[src/rtl/svc_stream_demux_onehot_if.sv]
// Handshake bundle for the one-hot stream demux: one source stream in, N sinks out.
// The slave modport is the demux's view; master is the view of whoever drives it.
interface svc_stream_demux_onehot_if #(
  parameter int WIDTH = 32,
  parameter int N     = 4
);
  logic             s_valid;
  logic             s_ready;
  logic [WIDTH-1:0] s_data;
  logic [N-1:0]     s_sel;
  logic [N-1:0]     m_valid;
  logic [N-1:0]     m_ready;
  logic [WIDTH-1:0] m_data;

  modport slave (
    input  s_valid, s_data, s_sel, m_ready,
    output s_ready, m_valid, m_data
  );

  modport master (
    output s_valid, s_data, s_sel, m_ready,
    input  s_ready, m_valid, m_data
  );
endinterface

[src/rtl/svc_stream_demux_onehot.sv]
// 1-to-N stream router: each beat goes to the one sink its one-hot select names, in strict order.
// Optional saturating drop counter for illegal selects: define SVC_STREAM_DEMUX_DROP_CNT_EN.
module svc_stream_demux_onehot #(
  parameter int WIDTH = 32,
  parameter int N     = 4
) (
  input  logic                           clk,
  input  logic                           rst_n,
  svc_stream_demux_onehot_if.slave       bus,
  output logic                           err,
  output logic [15:0]                    drop_cnt
);

  logic             out_valid;
  logic [N-1:0]     out_sel;
  logic [WIDTH-1:0] out_data;
  logic             skid_valid;
  logic [N-1:0]     skid_sel;
  logic [WIDTH-1:0] skid_data;

  logic s_fire;
  logic sel_ok;
  logic out_fire;
  logic out_open;
  logic take;
  logic drop;

  // s_ready depends only on the skid register, so m_ready never reaches it combinationally
  assign bus.s_ready = !skid_valid;
  assign s_fire      = bus.s_valid & !skid_valid;
  assign sel_ok      = $onehot(bus.s_sel);
  assign take        = s_fire & sel_ok;
  assign drop        = s_fire & !sel_ok;
  assign out_fire    = out_valid & (|(out_sel & bus.m_ready));
  assign out_open    = !out_valid | out_fire;

  assign bus.m_valid = out_sel & {N{out_valid}};
  assign bus.m_data  = out_data;

  always_ff @(posedge clk or negedge rst_n) begin
    if (!rst_n) begin
      out_valid  <= 1'b0;
      out_sel    <= '0;
      out_data   <= '0;
      skid_valid <= 1'b0;
      skid_sel   <= '0;
      skid_data  <= '0;
    end else if (out_open) begin
      if (skid_valid) begin
        out_valid  <= 1'b1;
        out_sel    <= skid_sel;
        out_data   <= skid_data;
        skid_valid <= 1'b0;
      end else if (take) begin
        out_valid <= 1'b1;
        out_sel   <= bus.s_sel;
        out_data  <= bus.s_data;
      end else if (out_fire) begin
        out_valid <= 1'b0;
      end
    end else if (take) begin
      skid_valid <= 1'b1;
      skid_sel   <= bus.s_sel;
      skid_data  <= bus.s_data;
    end
  end

  // Illegal-select beats are swallowed on acceptance; err flags each one a cycle later
  always_ff @(posedge clk or negedge rst_n) begin
    if (!rst_n) begin
      err <= 1'b0;
    end else begin
      err <= drop;
    end
  end

`ifdef SVC_STREAM_DEMUX_DROP_CNT_EN
  logic [15:0] drop_q;

  always_ff @(posedge clk or negedge rst_n) begin
    if (!rst_n) begin
      drop_q <= 16'd0;
    end else if (drop && (drop_q != 16'hFFFF)) begin
      drop_q <= drop_q + 16'd1;
    end
  end

  assign drop_cnt = drop_q;
`else
  assign drop_cnt = 16'd0;
`endif

endmodule

[src/flat_wrapper.sv]
// flat-port wrapper written by rule: the top's interface ports become plain ports
module svc_stream_demux_onehot_flat 
#(
  parameter int WIDTH = 32,
  parameter int N     = 4
)
  (clk, rst_n, err, drop_cnt, bus_s_valid, bus_s_data, bus_s_sel, bus_m_ready, bus_s_ready, bus_m_valid, bus_m_data);
  svc_stream_demux_onehot_if #(.WIDTH(WIDTH), .N(N)) bus_i ();
  input  logic clk;
  input  logic rst_n;
  output logic err;
  output logic [15:0] drop_cnt;
  input wire logic [$bits(bus_i.s_valid)-1:0] bus_s_valid;
  input wire logic [$bits(bus_i.s_data)-1:0] bus_s_data;
  input wire logic [$bits(bus_i.s_sel)-1:0] bus_s_sel;
  input wire logic [$bits(bus_i.m_ready)-1:0] bus_m_ready;
  output wire logic [$bits(bus_i.s_ready)-1:0] bus_s_ready;
  output wire logic [$bits(bus_i.m_valid)-1:0] bus_m_valid;
  output wire logic [$bits(bus_i.m_data)-1:0] bus_m_data;
  assign bus_i.s_valid = bus_s_valid;
  assign bus_i.s_data = bus_s_data;
  assign bus_i.s_sel = bus_s_sel;
  assign bus_i.m_ready = bus_m_ready;
  assign bus_s_ready = bus_i.s_ready;
  assign bus_m_valid = bus_i.m_valid;
  assign bus_m_data = bus_i.m_data;
  svc_stream_demux_onehot #(.WIDTH(WIDTH), .N(N)) u_core (.clk(clk), .rst_n(rst_n), .bus(bus_i), .err(err), .drop_cnt(drop_cnt));
endmodule
[config.mk]
export PLATFORM = sky130hd
export DESIGN_NAME = svc_stream_demux_onehot_flat
export DESIGN_NICKNAME = d
export VERILOG_FILES = /design/src/rtl/svc_stream_demux_onehot_if.sv /design/src/rtl/svc_stream_demux_onehot.sv /design/src/flat_wrapper.sv
export SDC_FILE = /design/constraint.sdc
export NUM_CORES = 1
export LEC_CHECK = 0
export CORE_ASPECT_RATIO = 1.75
export CORE_MARGIN = 3
export CORE_UTILIZATION = 40
export DETAILED_ROUTE_END_ITERATION = 8
export PLACE_DENSITY = 0.72
export SYNTH_ARGS = -nofsm -noshare
export SYNTH_HDL_FRONTEND = slang
export SYNTH_SLANG_ARGS = --single-unit
[constraint.sdc]
create_clock -name clk -period 5.52 [get_ports clk]
set_input_delay 0.552 -clock clk [delete_from_list [all_inputs] [get_ports clk]]
set_output_delay 0.552 -clock clk [all_outputs]
set_load 0.01 [all_outputs]
==> summary.txt, run 1 <==
drt wl/cell: 15.5 µm
maximum VDD drop: 0.000213 V
final WL: 6740 µm
count of final setup violators: 0
Crit path top cell by count: ha_1
Critical path origin: bus_s_sel[2]
vias in the first global route: 2,206
die height: 130 µm
clk_skew: 0.00495 ns
synthesized flop and latch total: 75
outcome: complete, no violations
XOR/XNOR Fraction of Synth Area: 0
clock buffer depth: 2
Slew Viols, Final: 0
DRC viols: 0
CP Cell Sequence: clkdlybuf4s50_1 > ha_1 > ha_1 > fa_1 > nand4bb_1 > a22oi_2 > buf_4 > mux2_2
mux cell area share after synthesis: 0.349
RSZ-0062 raised after global routing: false
final count of hold timing violations: 0
Clock Sinks: 75
max cap viols: 0
final non-filler cell total: 434
post-cts sizing count: 0
count of yosys warnings during synthesis: 0
Die Footprint: 9970 µm²
GRT Util Overall: 0.142
Synth cell types: 23
CORE AREA: 8420 µm²
number of nets with antenna violations after routing: 0
CTS tree: done
most frequent cells in the layout: 106 x mux2_2, 79 x clkdlybuf4s50_1, 74 x dfrtp_1
post-synthesis sequential area ratio: 0.535
Hold Path Class: in -> async
crit path launch type: input pin
htree depth: 3
# nets final: 361
Post-CTS Setup Bufs: 0
Synth Area in Adders: 0.0164
DP Area: 4310 µm²
TritonCTS buffer count: 9
main combinational cell family by area after synthesis: multiplexers
minimum clock period: 3.63 ns
reg2reg start: u_core.skid_valid
dpl cells: 418
grt ovf: 0
row cnt: 44
initial antenna violation count: 0
Critical-path top delay cell: a22oi_2
simple-gate area share of the yosys netlist: 0.0296
Area growth, synth to finish: 31.3%
I/O Buffers: 80
worst-path fanout max: 22
drt initial violations: 108
GPL Wtd Cong: 0.707
Starting Density: 0.416
Synth Area per Inst: 15.1 µm²
achievable frequency: 275 MHz
CTS clock-pin slew for the worst setup and hold paths: 0.05 ns
setup TNS: 0 ns
Mapped Cells: 233
num ports: 97
max incr delay on CP: 0.76 ns
Setup CP Type: in -> reg
Root Buffer: clkbuf_16
Pleak: 2.00 nW
Rel. slew slack: 0.378
Pre-Repair DR Iteration Count: 4
most common cell after layout, fill and taps aside: mux2_2
Vias/cell: 4.80
Worst-Margin Slew: 0.934 ns
PwrDens: 453 nW/µm²
worst skew pair latency: 0.33 ns
Diodes inserted: 0
Hold-fix buffers, CTS: 0
die width: 76.8 µm
Synth Cell Area: 3510 µm²
HPWL Detailed: 4600 µm
layout cells sized above 1: 0.401
final instance area: 4600 µm²
global-route wire length before repair: 11,000 µm
largest net degree at the start of global routing: 76
vias: 2,084
CP Capture Type: flop
Synth Area in Compound Gates: 0.00999
Filler cells: 713
Tcrit/Tclk final: 0.658
minimum hold slack: 0.364 ns
WP data required: 5.73 ns
CP Data Arrival Time: 3.84 ns
[logic make-up (layout without fill, tap and decap cells)]
group	after synthesis	after routing
AOI/OAI and AO/OA	4	4
adders and majority gates	4	4
buffers and inverters	27	98
DFF	75	75
muxes	108	108
other	1	16
and+or+nand+nor	14	14
[where the power goes]
part	switching, W	internal (W)
clock network	0.000204	0.000353
registers	0.000117	0.000757
logic	0.000224	0.000430
[worst paths after layout]
kind | slack, ns | end | depth (start not counted)
hold reg to reg | 0.50 | u_core.skid_data[9] | 1
hold / removal | 0.36 | u_core.bus.m_data[0] | 1
setup / recovery | 1.89 | u_core.bus.m_data[30] | 8
min in group clk | 0.50 | u_core.skid_data[9] | 1
max in group asynchronous | 4.50 | u_core.skid_valid | 1
setup reg to reg | 2.67 | u_core.bus.m_data[30] | 4
[critical path, delay by kind of cell]
kind / cells / cell delay, ns
adder cells (fa/ha/maj): 3 / 0.99
AO/OA/AOI/OAI: 1 / 0.76
multiplexers: 1 / 0.38
buffers and inverters: 2 / 0.90
AND/OR/NAND/NOR: 1 / 0.23
[synth_stat cells]
master     number  area, µm²
nor4bb_1        1       10.0
ha_1            3       37.5
fa_1            1       20.0
dfrtp_1        75       1880
inv_1           1       3.75
mux2_2        106       1190
and2_2          1       7.51
nand2_1         3       11.3
nor2b_1         2       12.5
a22oi_2         1       12.5
a222oi_1        1       10.0
nand4_4         1       21.3
nand4bb_1       1       11.3
and2_1          3       18.8
a21boi_0        1       7.51
nor3b_1         1       7.51
mux2_4          2       30.0
buf_6           6       67.6
clkbuf_1        4       15.0
nor2_1          1       3.75
conb_1          1       3.75
buf_4          16        120
a21oi_1         1       5.00
[state kept, by name, summed over array words and instances (netlist names)]
signal	flops
u_core.skid_data	32
u_core.skid_valid	1
u_core.out_valid	1
u_core.out_sel	4
u_core.skid_sel	4
u_core.bus.m_data	32
u_core.err	1
[layout make-up]
cell class | instances | area, µm² | area share
flip-flops and latches | 75 | 1880 | 0.408
multi-input cells | 146 | 1480 | 0.321
repair buffers | 81 | 806 | 0.175
clock buffers | 15 | 288 | 0.0625
well taps | 115 | 144 | 0.0312
clock inverters | 1 | 5.00 | 0.00109
inverters | 1 | 3.75 | 0.000815
[routing by layer]
metal | global-route usage | vias to the layer above | routed length [µm]
met5 | 0 | - | 0
met4 | 0.0779 | 0 | 170
met3 | 0.0338 | 12 | 315
met2 | 0.252 | 58 | 3670
met1 | 0.157 | 1056 | 2580
li1 | - | 958 | -
[through the flow]
stage / total power, W / setup slack [ns] / util
after floorplan: 0.00119 / 2.73 / -
after global placement: 0.00153 / 1.55 / 0.512
after detailed placement: 0.00155 / 1.52 / 0.512
after CTS: 0.00212 / 1.87 / 0.547
after global routing: 0.00220 / 1.67 / 0.547
final: 0.00208 / 1.89 / 0.547
Power figures use the tool's default switching activity.
==> run 2, diff against run 1 <==
==> constraint.sdc (replaced) <==
create_clock -name clk -period 3.7 [get_ports clk]
set_input_delay 0.37 -clock clk [delete_from_list [all_inputs] [get_ports clk]]
set_output_delay 0.37 -clock clk [all_outputs]
set_load 0.01 [all_outputs]
==> summary.txt, run 2 (same netlist as run 1, synthesis figures left out) <==
PwrDens: 672 nW/µm² (was 453 nW/µm²)
Starting Density: 0.416 (unchanged)
drt initial violations: 42 (was 108)
TritonCTS buffer count: 9 (unchanged)
setup TNS: 0 ns (unchanged)
Register Area: 1880 µm² (unchanged)
vias: 2,024 (was 2,084)
most frequent cells in the layout: 106 x mux2_2, 79 x clkdlybuf4s50_1, 74 x dfrtp_1 (unchanged)
Rel. slew slack: 0.383 (was 0.378)
num ports: 97 (unchanged)
Root Buffer: clkbuf_16 (unchanged)
clock buffer depth: 2 (unchanged)
CTS tree: done (unchanged)
Area growth, synth to finish: 32.1% (was 31.3%)
DRC viols: 0 (unchanged)
CORE AREA: 8420 µm² (unchanged)
die width: 76.8 µm (unchanged)
CP Cell Sequence: clkdlybuf4s50_1 > ha_1 > ha_1 > fa_1 > nor4bb_1 > nand4_4 > buf_4 > mux2_2 (was clkdlybuf4s50_1 > ha_1 > ha_1 > fa_1 > nand4bb_1 > a22oi_2 > buf_4 > mux2_2)
max cap viols: 0 (unchanged)
Hold-fix buffers, CTS: 0 (unchanged)
CP Data Arrival Time: 3.07 ns (was 3.84 ns)
CP Capture Type: flop (unchanged)
Worst-Margin Slew: 0.925 ns (was 0.934 ns)
largest net degree at the start of global routing: 76 (unchanged)
Hold Path Class: in -> async (unchanged)
Critical-path top delay cell: clkdlybuf4s50_1 (was a22oi_2)
utilization after layout: 0.550 (was 0.547)
max incr delay on CP: 0.52 ns (was 0.76 ns)
achievable frequency: 349 MHz
post-cts sizing count: 0 (unchanged)
global-route wire length before repair: 11,100 µm (was 11,000 µm)
Slew Viols, Final: 0 (unchanged)
count of final setup violators: 0 (unchanged)
drt wl/cell: 15.5 µm (about the same)
Multi-input gate area: 1480 µm² (unchanged)
switching share of power: 0.260 (was 0.261)
minimum clock period: 2.86 ns
CP top delay family: adder cells (unchanged)
dpl cells: 420 (was 418)
final non-filler cell total: 436 (was 434)
Pleak: 2.01 nW (was 2.00 nW)
most common cell after layout, fill and taps aside: mux2_2 (unchanged)
worst skew pair latency: 0.32 ns (was 0.33 ns)
DP Area: 4340 µm² (was 4310 µm²)
# nets final: 363 (was 361)
CTS clock-pin slew for the worst setup and hold paths: 0.06 ns (was 0.05 ns)
vias in the first global route: 2,212 (was 2,206)
die height: 130 µm (unchanged)
Filler cells: 714 (was 713)
grt ovf: 0 (unchanged)
row cnt: 44 (unchanged)
maximum VDD drop: 0.000297 V (was 0.000213 V)
Power Total: 0.00311 W (was 0.00208 W)
Crit path top cell by count: ha_1 (unchanged)
layout cells sized above 1: 0.405 (was 0.401)
Post-CTS Setup Bufs: 0 (unchanged)
Gate power share: 0.317 (was 0.314)
WP data required: 3.91 ns (was 5.73 ns)
Diodes inserted: 0 (unchanged)
Vias/cell: 4.64 (was 4.80)
crit path launch type: input pin (unchanged)
GPL Wtd Cong: 0.772 (was 0.707)
GRT Util Overall: 0.144 (was 0.142)
htree depth: 3 (unchanged)
P_sw: 0.000810 W (was 0.000544 W)
worst-path fanout max: 22 (unchanged)
final WL: 6750 µm (was 6740 µm)
Tcrit/Tclk final: 0.774
Die Footprint: 9970 µm² (unchanged)
Internal: 0.00230 W (was 0.00154 W)
Setup CP Type: in -> reg (unchanged)
initial antenna violation count: 0 (unchanged)
final instance area: 4630 µm² (was 4600 µm²)
crit path buf inv count: 2 (unchanged)
number of nets with antenna violations after routing: 0 (unchanged)
final count of hold timing violations: 0 (unchanged)
I/O Buffers: 80 (unchanged)
HPWL Detailed: 4670 µm (was 4600 µm)
Clock Sinks: 75 (unchanged)
register share of total power: 0.417 (was 0.419)
clk_skew: 0.00340 ns (was 0.00495 ns)
outcome: complete, no violations (unchanged)
RSZ-0062 raised after global routing: false (unchanged)
Pre-Repair DR Iteration Count: 4 (unchanged)
clock network power share: 0.266 (was 0.267)
-- run 2: area by class of cell --
cell class | count | area share
Inverter | 1 | 0.000810
Multi-Input combinational cell | 146 | 0.320
Tap cell | 115 | 0.0311
Sequential cell | 75 | 0.405
Clock inverter | 1 | 0.00108
Clock buffer | 15 | 0.0621
Timing Repair Buffer | 83 | 0.180
-- run 2: metrics by stage --
stage | hold slack, ns | setup slack [ns]
floorplan | 0.0744 | 1.09
global placement | 0.482 | 0.583
detailed placement | 0.487 | 0.522
CTS | 0.228 | 0.867
global route | 0.250 | 0.765
finish | 0.174 | 0.838
-- run 2: worst paths after layout --
| kind | start | endpoint | slack [ns] | depth (start not counted) |
|---|---|---|---|---|
| min in group clk | u_core.skid_data[31] | u_core.skid_data[31] | 0.50 | 1 |
| min reg2reg | u_core.skid_data[31] | u_core.skid_data[31] | 0.50 | 1 |
| max reg2reg | u_core.skid_valid | u_core.bus.m_data[4] | 1.57 | 4 |
| max | bus_s_sel[3] | u_core.skid_data[26] | 0.84 | 8 |
| max in group asynchronous | rst_n | u_core.skid_valid | 2.86 | 1 |
| min | rst_n | u_core.bus.m_data[0] | 0.17 | 1 |
-- run 2: power groups by stage --
stage	combinational (W)	clock (W)	sequential, W
after detailed placement	0.00100	0	0.00132
after CTS	0.00101	0.000855	0.00130
final	0.000986	0.000829	0.00130
after floorplan	0.000421	0	0.00136
after global routing	0.00106	0.000888	0.00134
after global placement	0.000983	0	0.00130
-- run 2: worst reg2reg max path, cell delays in order, from the launching register on --
cell and delay (ns):
dfrtp_2 0.95, inv_1 0.17, a22oi_2 0.25, buf_12 0.26, mux2_2 0.38
-- run 2: layer usage --
| layer | wire [µm] | GRT usage | vias to the layer above |
|---|---|---|---|
| met4 | 119 | 0.0736 | 0 |
| met5 | 0 | 0 | - |
| met1 | 2740 | 0.160 | 997 |
| met2 | 3640 | 0.258 | 52 |
| li1 | - | - | 966 |
| met3 | 255 | 0.0311 | 9 |
